<file path="config.mk">
export PLATFORM = sky130hd
export DESIGN_NAME = perf_counter_bank
export DESIGN_NICKNAME = d
export VERILOG_FILES = /design/src/rtl/perf_counter_bank.sv
export SDC_FILE = /design/constraint.sdc
export NUM_CORES = 1
export LEC_CHECK = 0
export CAP_MARGIN = 25
export CORE_ASPECT_RATIO = 0.6
export CORE_MARGIN = 8
export CORE_UTILIZATION = 40
export CTS_CLUSTER_DIAMETER = 200
export DETAILED_ROUTE_END_ITERATION = 16
export GPL_ROUTABILITY_DRIVEN = 0
export MAX_ROUTING_LAYER = met4
export PLACE_DENSITY_LB_ADDON = 0.25
export SLEW_MARGIN = 20
export SYNTH_ARGS = -nofsm -noshare
export SYNTH_HDL_FRONTEND = slang
export SYNTH_SLANG_ARGS = --single-unit
</file>
<file path="constraint.sdc">
create_clock -name clk -period 7.75 [get_ports clk]
set_input_delay 0.775 -clock clk [delete_from_list [all_inputs] [get_ports clk]]
set_output_delay 0.775 -clock clk [all_outputs]
set_load 0.02 [all_outputs]
</file>
<file path="src/rtl/perf_counter_bank.sv">
// Performance-counter bank: a free-running cycle counter plus NUM_EVT gated event
// counters, with wrap/saturate arithmetic, sticky overflow, shadow snapshots and an optional sampling window.
module perf_counter_bank #(
  parameter int unsigned WIDTH    = 32,
  parameter int unsigned NUM_EVT  = 4,
  parameter int unsigned SATURATE = 0,
  parameter int unsigned PERIOD   = 0
) (
  input  logic               clk,
  input  logic               rst,
  input  logic               stop,
  input  logic [NUM_EVT-1:0] evt,
  input  logic [NUM_EVT-1:0] en,
  input  logic               clr,
  input  logic               snap,
  input  logic [3:0]         sel,
  output logic [WIDTH-1:0]   rd_data,
  output logic [NUM_EVT:0]   ovf,
  output logic               snap_valid
);

  localparam int unsigned NCH = NUM_EVT + 1;
  localparam int unsigned WCW = (PERIOD > 1) ? $clog2(PERIOD) + 1 : 1;
  localparam logic [WIDTH-1:0] ALL_ONES = '1;

  logic [NCH-1:0]   inc_c;
  logic [NCH-1:0]   wrap_c;
  logic [WIDTH-1:0] live   [NCH];
  logic [WIDTH-1:0] shadow [NCH];
  logic [WIDTH-1:0] nxt_c  [NCH];
  logic             win_end_c;
  logic             snap_now_c;

  // Channel 0 counts every running cycle; channel i counts enabled events.
  assign inc_c = {evt & en & {NUM_EVT{~stop}}, ~stop};

  // Next value per channel, including wrap/saturate at all-ones.
  always_comb begin
    for (int unsigned i = 0; i < NCH; i++) begin
      nxt_c[i]  = live[i];
      wrap_c[i] = 1'b0;
      if (inc_c[i]) begin
        if (live[i] == ALL_ONES) begin
          wrap_c[i] = 1'b1;
          nxt_c[i]  = (SATURATE != 0) ? ALL_ONES : '0;
        end else begin
          nxt_c[i] = live[i] + WIDTH'(1);
        end
      end
    end
  end

  // Sampling window: counts running cycles, fires on the last one.
  if (PERIOD > 0) begin : g_win
    logic [WCW-1:0] win;

    assign win_end_c = ~stop & (win == WCW'(PERIOD - 1));

    always_ff @(posedge clk) begin
      if (rst || clr) begin
        win <= '0;
      end else if (!stop) begin
        win <= win_end_c ? '0 : win + WCW'(1);
      end
    end
  end else begin : g_nowin
    assign win_end_c = 1'b0;
  end

  assign snap_now_c = win_end_c | snap;

  // Live counters, shadows and sticky flags; clr behaves like a reset of bank state.
  always_ff @(posedge clk) begin
    if (rst || clr) begin
      for (int unsigned i = 0; i < NCH; i++) begin
        live[i]   <= '0;
        shadow[i] <= '0;
      end
      ovf        <= '0;
      snap_valid <= 1'b0;
    end else begin
      for (int unsigned i = 0; i < NCH; i++) begin
        live[i] <= win_end_c ? '0 : nxt_c[i];
        if (snap_now_c) begin
          shadow[i] <= nxt_c[i];
        end
      end
      ovf        <= ovf | wrap_c;
      snap_valid <= snap_now_c;
    end
  end

  // Indexed read of the shadows; out-of-range indices read as zero.
  always_comb begin
    rd_data = '0;
    for (int unsigned i = 0; i < NCH; i++) begin
      if (sel == 4'(i)) begin
        rd_data = shadow[i];
      end
    end
  end

endmodule

</file>
==> out/qor.txt, run 1 <==
Run status: complete, no violations
Wire per inst: 21.0 um
Root buffer cell: clkbuf_16
EDFF count, synth: 160
Placed insts: 1,896
Layout Cells excl Fill: 1,956
Worst slew pin tran: 914 ps
Hold/Removal Path Class: flip-flop to flip-flop
Global route overflow: 0
CTS tree: done
Asr flop ratio synth: 0%
Via count: 10,700
Cell leakage power: 5.80 nW
Post-synth net total: 1,445
Clk_lat worst skew: 580 ps
Yosys warnings: 0
Drt drc: 0
Post-synth top flop: dfxtp_1
Syn avg cell area: 10.2 um2
Clock slew seen by the registers of the worst setup and hold paths: 60 ps
Layout net count: 1,477
Detailed Routing Iterations Pass 1: 5
Unique cell type count in the Yosys netlist: 58
Startpoint Class: primary input
Core Region: 36,100 um2
Worst EP arrival: 3420 ps
Post-Synth XOR/XNOR Area: 8.62%
Worst setup EP type: output port
Most frequent cells in the layout: 379 x nor2_1, 166 x dfxtp_1, 160 x edfxtp_1
Flops & latches, synth: 326
Simple-gate portion of the synthesized area: 25.2%
Maxcap violations: 0
Max H-tree Level: 1
Period Utilization, post-route: 54.1%
Initial Util: 40.3%
Adder and majority gate portion of the synthesized area: 0.430%
TritonCTS buffer count: 31
Final WL: 41,200 um
Setup CP Type: primary input to output port
P&R area growth vs syn: 13.1%
Post-CTS Setup Inserts: 0
Complex-gate fraction of the synthesized area: 4.55%
Placement Setup Slack: 3540 ps
Slew Limit Fails: 0
Worst vdd ir: 170 uV
Hold Violations, Final: 0
Setup total negative slack: 0 ps
Post-DP HPWL: 28,800 um
Tot GR Track Use: 19.4%
Commonest non-fill, non-tap cell in the layout: nor2_1
Clock skew: 13.7 ps
Post-CTS sizing: 0
Global-route wire length before repair: 61,300 um
Maximum net fanout on the critical path: 40
DRT iter0 DRCs: 1,027
Die ar.: 42,900 um2
Share of post-route cells with drive strength above 1: 6.49%
Post-Syn Area: 14,500 um2
Chip height: 164 um
Vias in the first global route: 9,801
Clk sinks: 326
CTS max path bufs: 3
Final Critical Period: 4200 ps
Hold-fix buffers, CTS: 0
Io pins: 55
Synth Instances: 1,423
Largest family of logic cells by synthesized area: simple AND/OR/NAND/NOR gates
Vias per cell: 5.45
Setup violations, final: 0
Port-buffer cells: 54
Antenna violations before repair: 1
Max Fclk: 0.238 GHz
Max_slew headroom: 38.9%
Data required, critical path: 6970 ps
Post-synthesis mux area share: 2.41%
PD cells: 211 nW/um2
Largest net degree at the start of global routing: 69
RSZ-0062 raised after global routing: false
Part of the Yosys area used for sequential elements: 55.9%
Final worst setup slack: 3550 ps
Die W: 262 um
Total chip power: 3.48 mW
Antenna viol nets, final: 0
Row count: 54
## per-layer routing
metal	share of wire [%]	up-vias	GRT usage (%)
met5	0	-	-
met4	2.4	0	4.36
met3	8.2	56	4.12
met2	40	357	26.0
met1	49	5202	29.3
li1	-	5050	-
## cell type report
| class | instances | area (um2) |
|---|---|---|
| well taps | 476 | 596 |
| multi-input cells | 1009 | 6030 |
| inverters | 21 | 78.8 |
| clock buffers | 49 | 923 |
| diodes | 1 | 2.50 |
| fillers | 3409 | 19600 |
| repair buffers | 66 | 633 |
| clock inverters | 8 | 55.1 |
| flip-flops and latches | 326 | 8130 |
## worst max-delay path, cell delays in order
cell,delay (ps)
clkdlybuf4s50_1,580
or4b_2,1110
a21oi_1,300
clkdlybuf4s50_1,630
## cells in the mapped netlist (6+ instances only)
library cell | n | share of area [%]
a21oi_1 | 38 | 1.3
a221o_1 | 12 | 0.83
a221oi_1 | 20 | 1.2
and2_1 | 14 | 0.60
and3_1 | 29 | 1.2
and4_1 | 21 | 1.3
buf_2 | 23 | 0.79
buf_4 | 13 | 0.67
clkbuf_1 | 27 | 0.70
dfxtp_1 | 166 | 23
edfxtp_1 | 160 | 33
inv_1 | 20 | 0.52
mux2i_1 | 35 | 2.4
nand2_1 | 80 | 2.1
nand3_1 | 55 | 1.9
nand4_1 | 66 | 2.8
nor2_1 | 380 | 9.8
nor3_1 | 16 | 0.55
nor4_1 | 9 | 0.39
o21ai_0 | 18 | 0.62
or3_1 | 6 | 0.26
xnor2_1 | 46 | 2.8
xor2_1 | 97 | 5.8
## cell families after synthesis
group                    Yosys count
AND/OR/NAND/NOR                  726
multiplexers                      35
buffers and inverters             88
XOR/XNOR                         143
adder cells (fa/ha/maj)            5
flip-flops                       326
AO/OA/AOI/OAI                    100
## through the flow
stage	hold slack (ps)	utilization, %	area (um2)
final	447	45.6	16400
after global routing	477	45.6	16400
after CTS	454	45.5	16400
after detailed placement	443	42.8	15400
after global placement	439	42.8	15400
after floorplan	481	-	14500
## state kept, by name (all words and copies together), names as in the netlist
name and flops:
live 160, ovf 5, shadow 160, snap_valid 1
## power by group
| group | leakage [nW] | internal (mW) | switching [mW] |
|---|---|---|---|
| logic | 2.13 | 0.0392 | 0.0892 |
| clock network | 0.478 | 0.816 | 0.671 |
| registers | 3.20 | 1.83 | 0.0262 |
## path summary, 6_finish.rpt
check              startpoint       endpoint  slack [ps]  cells after the start
setup / recovery       sel[1]     rd_data[3]        3550                      4
hold / removal         ovf[4]         ovf[4]         450                      2
setup reg to reg  live[0][53]  shadow[0][41]        4870                      5
hold reg to reg        ovf[4]         ovf[4]         450                      2
Power figures use the tool's default switching activity.
==> run 2: changes to the inputs <==
==> constraint.sdc (replaced) <==
create_clock -name clk -period 3.5 [get_ports clk]
set_input_delay 0.35 -clock clk [delete_from_list [all_inputs] [get_ports clk]]
set_output_delay 0.35 -clock clk [all_outputs]
set_load 0.02 [all_outputs]
==> out/qor.txt, run 2 (same netlist as run 1, synthesis figures left out) <==
TritonCTS buffer count: 31
Drt drc: 0
Final WL: 39,700 um
Period Utilization, post-route: 93.4%
Setup violations, final: 0
Worst vdd ir: 350 uV
Clock slew seen by the registers of the worst setup and hold paths: 70 ps
Setup total negative slack: 0 ps
Max H-tree Level: 1
Via count: 10,700
Layout net count: 1,496
Largest net degree at the start of global routing: 74
Max Fclk: 0.306 GHz
Worst EP arrival: 2920 ps
Vias per cell: 5.40
Max_slew headroom: 36.5%
CTS tree: done
Hold-fix buffers, CTS: 0
Share of post-route cells with drive strength above 1: 7.74%
Run status: complete, no violations
Final Critical Period: 3270 ps
Setup CP Type: primary input to output port
Data required, critical path: 3150 ps
Largest regs: live: 160 flops, shadow: 160 flops, ovf: 5 flops
Post-CTS Setup Inserts: 0
Die W: 262 um
Hold/Removal Path Class: flip-flop to flip-flop
Post-DP HPWL: 28,400 um
Clk_lat worst skew: 570 ps
RSZ-0062 raised after global routing: false
Core Region: 36,100 um2
Worst slew pin tran: 949 ps
Row count: 54
P&R area growth vs syn: 14.5%
Antenna viol nets, final: 0
Antenna violations before repair: 1
Global route overflow: 0
CTS max path bufs: 3
Final core utilization: 46.1%
Maxcap violations: 0
Commonest non-fill, non-tap cell in the layout: nor2_1
Clk sinks: 326
Worst setup EP type: output port
Wire per inst: 20.1 um
Global-route wire length before repair: 60,700 um
Vias in the first global route: 9,911
Maximum net fanout on the critical path: 40
Die ar.: 42,900 um2
Chip height: 164 um
Fillers: 3,401
DRT iter0 DRCs: 1,079
Post-CTS sizing: 0
Slew Limit Fails: 0
Port-buffer cells: 54
Startpoint Class: primary input
Detailed Routing Iterations Pass 1: 5
Hold Violations, Final: 0
Root buffer cell: clkbuf_16
Min Hold Slack: 454 ps
Tot GR Track Use: 18.8%
Most frequent cells in the layout: 380 x nor2_1, 166 x dfxtp_1, 160 x edfxtp_1
Cell leakage power: 5.92 nW
Initial Util: 40.3%
Clock skew: 11.2 ps
PD cells: 466 nW/um2
Io pins: 55
run 2: cell types whose count changed in the layout (fill, tap and decap cells not counted), sizes merged:
cell      delta
clkbuf      -11
buf         +19
inv          +2
bufinv       +2
clkinv       +4
clkinvlp     +3
run 2: final cells by class:
class / instances / area (um2) / share of cell area, %
timing repair buffer: 85 / 831 / 4.99
antenna: 1 / 2.50 / 0.0150
clock inverter: 19 / 153 / 0.917
tap: 476 / 596 / 3.58
multi-input combinational: 1009 / 6010 / 36.1
clock buffer: 38 / 842 / 5.06
inverter: 21 / 78.8 / 0.474
sequential: 326 / 8130 / 48.8
run 2: path summary, 6_finish.rpt:
path	start	to	slack, ps	cells past startpoint
worst max-delay path	sel[2]	rd_data[3]	230	4
worst min register to register	ovf[1]	ovf[1]	450	2
worst max register to register	live[0][11]	live[0][21]	1010	5
worst min-delay path	ovf[1]	ovf[1]	450	2
run 2: power by group:
part | internal (mW) | total, mW | switching (mW)
sequential | 4.06 | 4.10 | 0.0410
clock | 1.85 | 3.35 | 1.50
combinational | 0.0988 | 0.307 | 0.208
total | 6.01 | 7.76 | 1.75
run 2: worst max-delay path, stage by stage:
cell and delay (ps):
clkdlybuf4s50_1 620, or4b_2 1010, a21oi_1 280, clkdlybuf4s50_1 650
run 2: layer usage:
metal	vias to the layer above	routed length (um)	GRT usage, %
met1	5224	19600	27.8
li1	5091	-	-
met3	49	2290	2.61
met2	300	17100	27.6
met4	0	735	3.02
met5	-	0	-
run 2: per-stage QoR:
step                cell area [um2]  cells  power, mW  setup WS, ps
floorplan                     14500   1423       4.33           798
global placement              15600   1917       4.49           300
detailed placement            15600   1917       4.49           229
CTS                           16600   1974       7.83           228
global route                  16600   1974       7.99           119
finish                        16600   1975       7.76           231
==> run 3: changes to the inputs <==
--- a/config.mk
+++ b/config.mk
@@ -14,6 +14,7 @@
 export GPL_ROUTABILITY_DRIVEN = 0
 export MAX_ROUTING_LAYER = met4
 export PLACE_DENSITY_LB_ADDON = 0.25
+export SETUP_SLACK_MARGIN = 0.4
 export SLEW_MARGIN = 20
 export SYNTH_ARGS = -nofsm -noshare
 export SYNTH_HDL_FRONTEND = slang
==> out/qor.txt, run 3 (same netlist as run 1, synthesis figures left out) <==
Final Critical Period: 2980 ps
Period Utilization, post-route: 85.1%
Root buffer cell: clkbuf_16
Largest regs: live: 160 flops, shadow: 160 flops, ovf: 5 flops
Startpoint Class: primary input
Via count: 10,700
Post-CTS Setup Inserts: 0
Worst EP arrival: 2630 ps
Post-CTS sizing: 1
Most frequent cells in the layout: 380 x nor2_1, 166 x dfxtp_1, 160 x edfxtp_1
Global-route wire length before repair: 60,700 um
Drt drc: 0
Setup total negative slack: 0 ps
R2R setup slack: 1010 ps
Row count: 54
Clock skew: 11.2 ps
Clk_lat worst skew: 570 ps
Placement Setup Slack: 229 ps
Run status: complete, no violations
Slew Limit Fails: 0
Io pins: 55
Max H-tree Level: 1
Core Region: 36,100 um2
Worst vdd ir: 350 uV
Worst slew pin tran: 950 ps
Cell leakage power: 5.92 nW
Vias in the first global route: 9,911
Worst setup EP type: output port
Setup violations, final: 0
Tot GR Track Use: 18.8%
TritonCTS buffer count: 31
Hold/Removal Path Class: flip-flop to flip-flop
Min Hold Slack: 454 ps
Largest net degree at the start of global routing: 74
Port-buffer cells: 54
Clk sinks: 326
CTS tree: done
Antenna violations before repair: 1
Vias per cell: 5.40
CTS max path bufs: 3
Share of post-route cells with drive strength above 1: 7.74%
Die ar.: 42,900 um2
P&R area growth vs syn: 14.5%
Chip height: 164 um
Final worst setup slack: 520 ps
Hold-fix buffers, CTS: 0
PD cells: 466 nW/um2
Layout net count: 1,496
Detailed Routing Iterations Pass 1: 5
Fillers: 3,402
DRT iter0 DRCs: 1,089
Hold Violations, Final: 0
Antenna viol nets, final: 0
Max_slew headroom: 36.4%
RSZ-0062 raised after global routing: false
Post-DP HPWL: 28,400 um
Global route overflow: 0
Wire per inst: 20.1 um
Commonest non-fill, non-tap cell in the layout: nor2_1
Maximum net fanout on the critical path: 32
Setup CP Type: primary input to output port
Maxcap violations: 0
Die W: 262 um
Final WL: 39,700 um
Initial Util: 40.3%
Max Fclk: 0.336 GHz
Data required, critical path: 3150 ps
Clock slew seen by the registers of the worst setup and hold paths: 70 ps
==> run 3: cell counts in the layout (fill, tap and decap cells not counted) <==
No cell type changed its count.
==> run 3: worst max-delay path, cell delays in order <==
cell and delay [ps]:
clkdlybuf4s50_1 420, buf_4 170, nor4_4 260, buf_4 370, a221oi_1 180, a21oi_1 200, clkdlybuf4s50_1 640
==> run 3: report_power, final <==
part           internal [mW]  leakage, nW  total [mW]  switching (mW)
Sequential              4.06         3.20        4.10          0.0411
Clock                   1.85        0.479        3.35            1.50
Combinational         0.0990         2.24       0.308           0.209
Total                   6.01         5.92        7.76            1.75
==> run 3: metal layers <==
layer	global-route usage [%]	share of wire [%]
met1	27.8	49
met2	27.6	43
met5	-	0
met3	2.61	5.8
met4	3.02	1.9
==> run 3: metrics by stage <==
stage / cells / cell area, um2 / util, % / power (mW)
3_3_place_gp: 1917 / 15600 / 43.4 / 4.49
5_1_grt: 1974 / 16600 / 46.1 / 7.99
2_1_floorplan: 1423 / 14500 / - / 4.33
6_report: 1975 / 16600 / 46.1 / 7.76
4_1_cts: 1974 / 16600 / 46.1 / 7.83
3_5_place_dp: 1917 / 15600 / 43.4 / 4.49
==> run 3: layout make-up <==
type / instances / area (um2) / area share, %
repair buffers: 85 / 831 / 4.99
flip-flops and latches: 326 / 8130 / 48.8
inverters: 21 / 78.8 / 0.473
multi-input cells: 1009 / 6020 / 36.1
clock inverters: 19 / 153 / 0.917
diodes: 1 / 2.50 / 0.0150
well taps: 476 / 596 / 3.58
clock buffers: 38 / 842 / 5.06
==> run 3: final timing paths <==
kind,from,endpoint,cells after the start
setup / recovery,sel[1],rd_data[3],7
hold / removal,ovf[1],ovf[1],2
setup reg to reg,live[0][11],live[0][21],5
hold reg to reg,ovf[1],ovf[1],2
